### src/rtl/bike_bram_poly_reader.sv
// Streams one polynomial out of the shared dual-polynomial BRAM as 32-bit valid/ready words.
// A 2-entry output buffer hides the 1-cycle BRAM read latency; the final word is masked.
`timescale 1ns/1ps

module bike_bram_poly_reader #(
    parameter int          NUM_WORDS = 386,
    parameter int          ADDR_W    = 9,
    parameter logic [31:0] LAST_MASK = 32'h0000_0007
) (
    input  logic              clk,
    input  logic              reset,
    input  logic              start,
    input  logic              sel,
    input  logic              abort,
    output logic              busy,
    output logic              done,
    output logic              ren0,
    output logic              ren1,
    output logic [ADDR_W-1:0] addr,
    input  logic [31:0]       dout0,
    input  logic [31:0]       dout1,
    output logic              m_valid,
    input  logic              m_ready,
    output logic [31:0]       m_data,
    output logic              m_last
);

    typedef enum logic [1:0] {IDLE, READ, DRAIN, DONE} state_t;

    localparam logic [ADDR_W-1:0] LAST_ADDR = ADDR_W'(NUM_WORDS - 1);

    state_t            state_q, state_d;
    logic              sel_q, sel_d;
    logic [ADDR_W-1:0] addr_q, addr_d;
    logic              inflight_q, inflight_d;
    logic              inflight_last_q, inflight_last_d;
    logic [1:0]        count_q, count_d;
    logic [31:0]       data0_q, data0_d;
    logic [31:0]       data1_q, data1_d;
    logic              last0_q, last0_d;
    logic              last1_q, last1_d;

    logic              pop;
    logic              issue;
    logic              is_last_addr;
    logic [1:0]        room_used;
    logic [31:0]       cap_data;

    assign is_last_addr = (addr_q == LAST_ADDR);
    assign room_used    = count_q + {1'b0, inflight_q};

    // NOTE: sequential state uses non-blocking assignments so every flop samples pre-edge values.
    always_ff @(posedge clk or posedge reset) begin
        if (reset) begin
            state_q <= IDLE;
        end else begin
            state_q <= state_d;
        end
    end

    // NOTE: the buffer is only two words, so it is reset like any other flop to give m_data a defined 0.
    always_ff @(posedge clk or posedge reset) begin
        if (reset) begin
            sel_q           <= 1'b0;
            addr_q          <= '0;
            inflight_q      <= 1'b0;
            inflight_last_q <= 1'b0;
            count_q         <= 2'd0;
            data0_q         <= 32'd0;
            data1_q         <= 32'd0;
            last0_q         <= 1'b0;
            last1_q         <= 1'b0;
        end else begin
            sel_q           <= sel_d;
            addr_q          <= addr_d;
            inflight_q      <= inflight_d;
            inflight_last_q <= inflight_last_d;
            count_q         <= count_d;
            data0_q         <= data0_d;
            data1_q         <= data1_d;
            last0_q         <= last0_d;
            last1_q         <= last1_d;
        end
    end

    always_comb begin
        state_d = state_q;
        unique case (state_q)
            IDLE:  if (start) state_d = READ;
            READ:  if (issue && is_last_addr) state_d = DRAIN;
            DRAIN: if (pop && last0_q) state_d = DONE;
            DONE:  state_d = IDLE;
            default: state_d = IDLE;
        endcase
        if (abort) state_d = IDLE;
    end

    // A read may issue only if the word it returns is guaranteed a buffer slot.
    always_comb begin
        pop     = (count_q != 2'd0) && m_ready;
        issue   = (state_q == READ) &&
                  ((room_used < 2'd2) || ((room_used == 2'd2) && pop));
        ren0    = issue && !sel_q;
        ren1    = issue && sel_q;
        addr    = addr_q;
        busy    = (state_q != IDLE);
        done    = (state_q == DONE);
        m_valid = (count_q != 2'd0);
        m_data  = data0_q;
        m_last  = last0_q && m_valid;
    end

    // NOTE: every signal assigned here gets a default first so no latch is inferred.
    always_comb begin
        sel_d           = sel_q;
        addr_d          = addr_q;
        inflight_d      = issue;
        inflight_last_d = issue && is_last_addr;
        count_d         = count_q;
        data0_d         = data0_q;
        data1_d         = data1_q;
        last0_d         = last0_q;
        last1_d         = last1_q;

        cap_data = sel_q ? dout1 : dout0;
        if (inflight_last_q) cap_data = cap_data & LAST_MASK;

        if (state_q == IDLE && start) begin
            sel_d  = sel;
            addr_d = '0;
        end else if (issue && !is_last_addr) begin
            addr_d = addr_q + ADDR_W'(1);
        end

        // A push only happens with at most one word buffered, so slot 1 never overflows.
        unique case ({inflight_q, pop})
            2'b10: begin
                if (count_q == 2'd0) begin
                    data0_d = cap_data;
                    last0_d = inflight_last_q;
                end else begin
                    data1_d = cap_data;
                    last1_d = inflight_last_q;
                end
                count_d = count_q + 2'd1;
            end
            2'b01: begin
                data0_d = data1_q;
                last0_d = last1_q;
                last1_d = 1'b0;
                count_d = count_q - 2'd1;
            end
            2'b11: begin
                data0_d = cap_data;
                last0_d = inflight_last_q;
            end
            default: ;
        endcase

        if (abort) begin
            count_d         = 2'd0;
            inflight_d      = 1'b0;
            inflight_last_d = 1'b0;
            last0_d         = 1'b0;
            last1_d         = 1'b0;
        end
    end

endmodule
### config.mk
export PLATFORM = sky130hd
export DESIGN_NAME = bike_bram_poly_reader
export DESIGN_NICKNAME = d
export VERILOG_FILES = /design/src/rtl/bike_bram_poly_reader.sv
export SDC_FILE = /design/constraint.sdc
export NUM_CORES = 1
export LEC_CHECK = 0
export BUFFER_PORTS_ARGS = -buffer_cell sky130_fd_sc_hd__buf_2
export CORE_MARGIN = 10
export CORE_UTILIZATION = 57
export DETAILED_ROUTE_END_ITERATION = 6
export GPL_TIMING_DRIVEN = 0
export HOLD_SLACK_MARGIN = 0.08
export PLACE_DENSITY = 0.83
export SETUP_SLACK_MARGIN = 0.2
export SYNTH_ARGS = -nofsm -noshare
export SYNTH_HDL_FRONTEND = slang
export SYNTH_SLANG_ARGS = --single-unit
### constraint.sdc
create_clock -name clk -period 5.6 [get_ports clk]
set_input_delay 1.12 -clock clk [delete_from_list [all_inputs] [get_ports clk]]
set_output_delay 1.12 -clock clk [all_outputs]
set_load 0.01 [all_outputs]
; Word level (Yosys, flattened, before mapping)
; Cells that the tools add are included.
[word_totals]
ff_bits = 82
input_bits = 70
output_inout_bits = 47
word_cells = 77
[classes]
addsub = 4
order_cmp = 1
eq_ne = 14
muxes = 21
n_bitwise = 1
n_reduce_logical = 26
[ops]
columns = cell, n
row1 = two-way mux 32 bit, 3
row2 = one-hot mux 32 bit (3 select lines), 1
row3 = two-way mux 9 bit, 2
row4 = "inequality test 3 bit, second input constant", 4
row5 = "equality test 2 bit, second input constant", 5
row6 = logical AND 1 bit, 10
row7 = two-way mux 2 bit, 5
row8 = "adder 9 x 1 -> 9 bit, second input constant", 1
row9 = "equality test 9 bit, second input constant", 1
row10 = one-hot mux 2 bit (4 select lines), 1
row11 = AND reduction 2 bit, 4
row12 = two-way mux 1 bit, 6
row13 = nonzero test 2 bit, 3
row14 = nonzero test 3 bit, 2
row15 = "equality test 2 x 1 -> 1 bit, second input constant", 2
row16 = logical NOT 2 bit, 2
row17 = one-hot mux 2 bit (2 select lines), 1
row18 = nonzero test 4 bit, 1
row19 = "inequality test 3 x 2 -> 1 bit, second input constant", 1
row20 = one-hot mux 1 bit (3 select lines), 1
row21 = AND reduction 3 bit, 1
row22 = adder 2 x 1 -> 2 bit, 1
row23 = "adder 2 x 1 -> 2 bit, second input constant", 1
row24 = logical NOT 1 bit, 2
row25 = other kinds (6), 6

; Longest topological paths before layout
[depth]
ltp_word = 9
mapped_depth = 7
depth_no_buf = 6

; Worst setup path before layout
; Ideal clock, no wire load.
[synth_timing]
kind = input to output
startpoint = in m_ready
endpoint = out ren0
arrival_ns = 1.872
t_required_ns = 4.480
setup_slack_ns = 2.608
cell_stages = 4
path_cell_list = and3b_1 o221ai_2 clkbuf_1 nor2_1
[synth_between]
elab_chain_cells = 5
[synth_rtl]
columns = item, line_no
row1 = "start, declared", 23  ; input logic m_ready,
row2 = logical AND 1 bit, 100  ; pop = (count_q != 2'd0) && m_ready;
row3 = logical AND 1 bit, 102  ; ((room_used < 2'd2) || ((room_used == 2'd2) && pop));
row4 = logical OR 1 bit, 102
row5 = logical AND 1 bit, 101  ; issue = (state_q == READ) &&
row6 = logical AND 1 bit, 103  ; ren0 = issue && !sel_q;
row7 = "end, declared", 17  ; output logic ren0,
; No other way between the ends.

; Worst setup path in the final report
; Ends and elaborated chain as after synthesis.

==> out/summary.txt <==
total power - 2.64 mW
synthesized area per cell - 9.97 sq um
Synth top area share - 0.474
compound-gate portion of the synthesized area - 0.173
CP max stage delay - 350 ps
worst skew pair latency - 360 ps
worst reg2reg path depth - 6
Total Routed Length - 12300 um
count of different cell masters after synthesis - 40
GPL Wtd Cong - 0.816
Min Clock Period, post-route - 3400 ps
dpl hpwl - 9080 um
r2r setup slk - 3530 ps
share of post-route cells with drive strength above 1 - 0.329
CTS Buf Count - 9
Initial Util - 0.590
pwr/cell area - 499 mW/mm^2
WHS Path Cells - 1
Reg clk slew, reported paths - 80 ps
Crit path max-delay family - buffers and inverters
CP dominant cell by count - buf_2
initial antenna violation count - 0
Syn Nets - 511
CP arrival - 2280 ps
CP Data Required Time - 4480 ps
hold wc startpoint - data1_q[3]$_DFFE_PP0P_
DRT Pass-1 Iters - 7
CP Max Fanout - 10
Fmax achieved - 294 MHz
CTS Root Cell - clkbuf_8
Total GRT Usage - 0.216
final count of negative-setup-slack endpoints - 0
Setup crit start - m_ready
placed cell count - 649
number of I/O port buffers - 115
Worst VDD drop - 0.234 mV
Max Cap Viol - 0
diode count - 0
CP Launch Type - input pin
Mapped Area - 0.00433 sq mm
IO Pins - 117
Initial DRC Count - 209
area grow syn2layout - 22.5%
main combinational cell family by area after synthesis - compound AO/OA/AOI/OAI gates
Post-Synth Simple-Gate Area - 0.126
Levels on crit path - 6
Fin Setup TNS - 0 ps
Post-CTS Resized - 0
Layout Skew - 10.9 ps
row cnt - 31
RSZ-0062 raised after global routing - no
Final Max Tran Viols - 0
Bufs on Longest Clock Path - 2
relative slew slack - 0.628
Worst Tran Pin Value - 558 ps
sequential cell area fraction in the yosys report - 0.474
Core ar. - 0.00733 sq mm
FF+latch count, synth - 82
Synth Instances - 434
CTS tree - built
fin crit share - 0.606
path type of the worst min-delay path - reg -> reg
mux contribution to synthesized area - 0.157
die footprint - 0.0115 sq mm
Critical Path End Type - output pin
Layout Nets - 638
final hold violation count - 0
CTS Hold Buffers Added - 0
WL per Instance - 18.5 um
buffer and inverter count on the worst path - 3
crit path kind - in -> out
reg2reg start - inflight_q$_DFF_PP0_
number of global-route vias before repair - 4113
outcome - complete, no violations
CP Cell Sequence - buf_2 > and3b_1 > o221ai_2 > clkbuf_1 > nor2_1 > buf_2
biggest area consumer among synthesized cells - dfrtp_1
Post-DRT Antenna Nets - 0
Area contributors post-synth - dfrtp_1 (47%), mux2i_1 (7.9%), mux2_2 (7.8%)
H-Tree Depth - 3
Sink Count - 82
chip width - 107 um
largest net degree at the start of global routing - 55
Yosys warning total - 0
CP max-delay cell - clkbuf_1
grt ovf - 0
first-pass GRT wire length - 20200 um
Via density - 6.00
setup bufs post-CTS - 0
post-synthesis adder-cell area fraction - 0.0202
Pleak - 2.55 nW
Die Height - 107 um
drc violations - 0
via count - 3990
Finished Layout Cells - 665
XOR/XNOR Fraction of Synth Area - 0.00202
## registers in the layout (all words and copies together) (netlist names)
signal and count:
state_q 2, m_data 32, last0_q 1, sel_q 1, inflight_last_q 1, addr 9, count_q 2, inflight_q 1
data1_q 32, last1_q 1
## cells in the mapped netlist (all sizes together)
cell type,count
xnor2,1
o211ai,1
nand3,5
o22ai,46
nand3b,1
nor2,39
o2bb2ai,1
nor4bb,1
a2bb2oi,2
nand2b,4
and3b,1
dfrtp,82
or2,2
mux2,30
a211oi,1
ha,7
o31ai,4
clkbuf,17
and4,1
nor3b,1
nor3,2
or4,1
or3,21
nand2,17
nor2b,2
o221ai,1
mux2i,34
a21boi,1
or3b,1
a21oi,42
and2,4
nor4,1
o21ai,30
inv,10
nand4,2
nor4b,1
buf,17
## per-layer routing
metal / GRT usage / share of wire
met1: 0.247 / 0.37
met2: 0.379 / 0.52
met3: 0.0563 / 0.091
met4: 0.0822 / 0.020
met5: 0 / 0
## placed cells by master, fill, tap and decap left out, types with 2 or more instances in the layout
| master | netlist | routed |
|---|---|---|
| or3_1 | 21 | 21 |
| nor2b_1 | 2 | 2 |
| buf_4 | 6 | 6 |
| nor2_1 | 39 | 39 |
| dfrtp_1 | 82 | 82 |
| o31ai_1 | 4 | 4 |
| inv_1 | 10 | 9 |
| mux2i_1 | 34 | 34 |
| o22ai_1 | 46 | 46 |
| nand3_1 | 5 | 5 |
| or2_2 | 2 | 2 |
| clkbuf_1 | 17 | 18 |
| nand2_2 | 3 | 3 |
| buf_2 | 10 | 125 |
| and2_1 | 4 | 4 |
| a21oi_1 | 42 | 42 |
| o21ai_0 | 30 | 30 |
| nand2_1 | 14 | 14 |
| clkinv_4 | 0 | 2 |
| nand4_1 | 2 | 2 |
| bufinv_16 | 0 | 3 |
| nand2b_1 | 4 | 4 |
| clkbuf_8 | 0 | 9 |
| a2bb2oi_1 | 2 | 2 |
| mux2_2 | 30 | 30 |
| nor3_1 | 2 | 2 |
| ha_1 | 7 | 7 |
## worst paths after layout
| kind | endpoint |
|---|---|
| worst max-delay path | ren0 |
| worst min-delay path | data1_q[3]$_DFFE_PP0P_ |
| worst max register to register | addr[8]$_DFFE_PP0P_ |
| worst min register to register | data1_q[3]$_DFFE_PP0P_ |
| max in group asynchronous | sel_q$_DFFE_PP0P_ |
| min in group asynchronous | addr[6]$_DFFE_PP0P_ |
## where the power goes
part           internal, mW  switching, mW
logic                 0.500          0.631
registers             0.840          0.153
clock network         0.298          0.222
total                  1.64           1.01
## final cells by class
type	instances	area [sq um]
timing repair buffer	116	603
multi-input combinational	308	2070
clock inverter	6	115
clock buffer	10	128
tap	99	124
sequential	82	2050
inverter	10	40.0
fill	537	2030
buffer	34	170
## cell families after synthesis
family                   count (synthesis)
buffers and inverters                   44
AO/OA/AOI/OAI                          129
AND/OR/NAND/NOR                        107
multiplexers                            64
adder cells (fa/ha/maj)                  7
XOR/XNOR                                 1
flip-flops                              82
## per-stage QoR
step                      instance area [sq um]  hold slack, ps  setup slack (ps)   util
after floorplan                            4330             452              2370      -
after global placement                     5030             467              1440  0.686
after detailed placement                   5060             489              2200  0.690
after CTS                                  5300             508              2190  0.723
after global routing                       5300             520              2090  0.723
final                                      5300             506              2200  0.723
(Power assumes the default switching activity.)
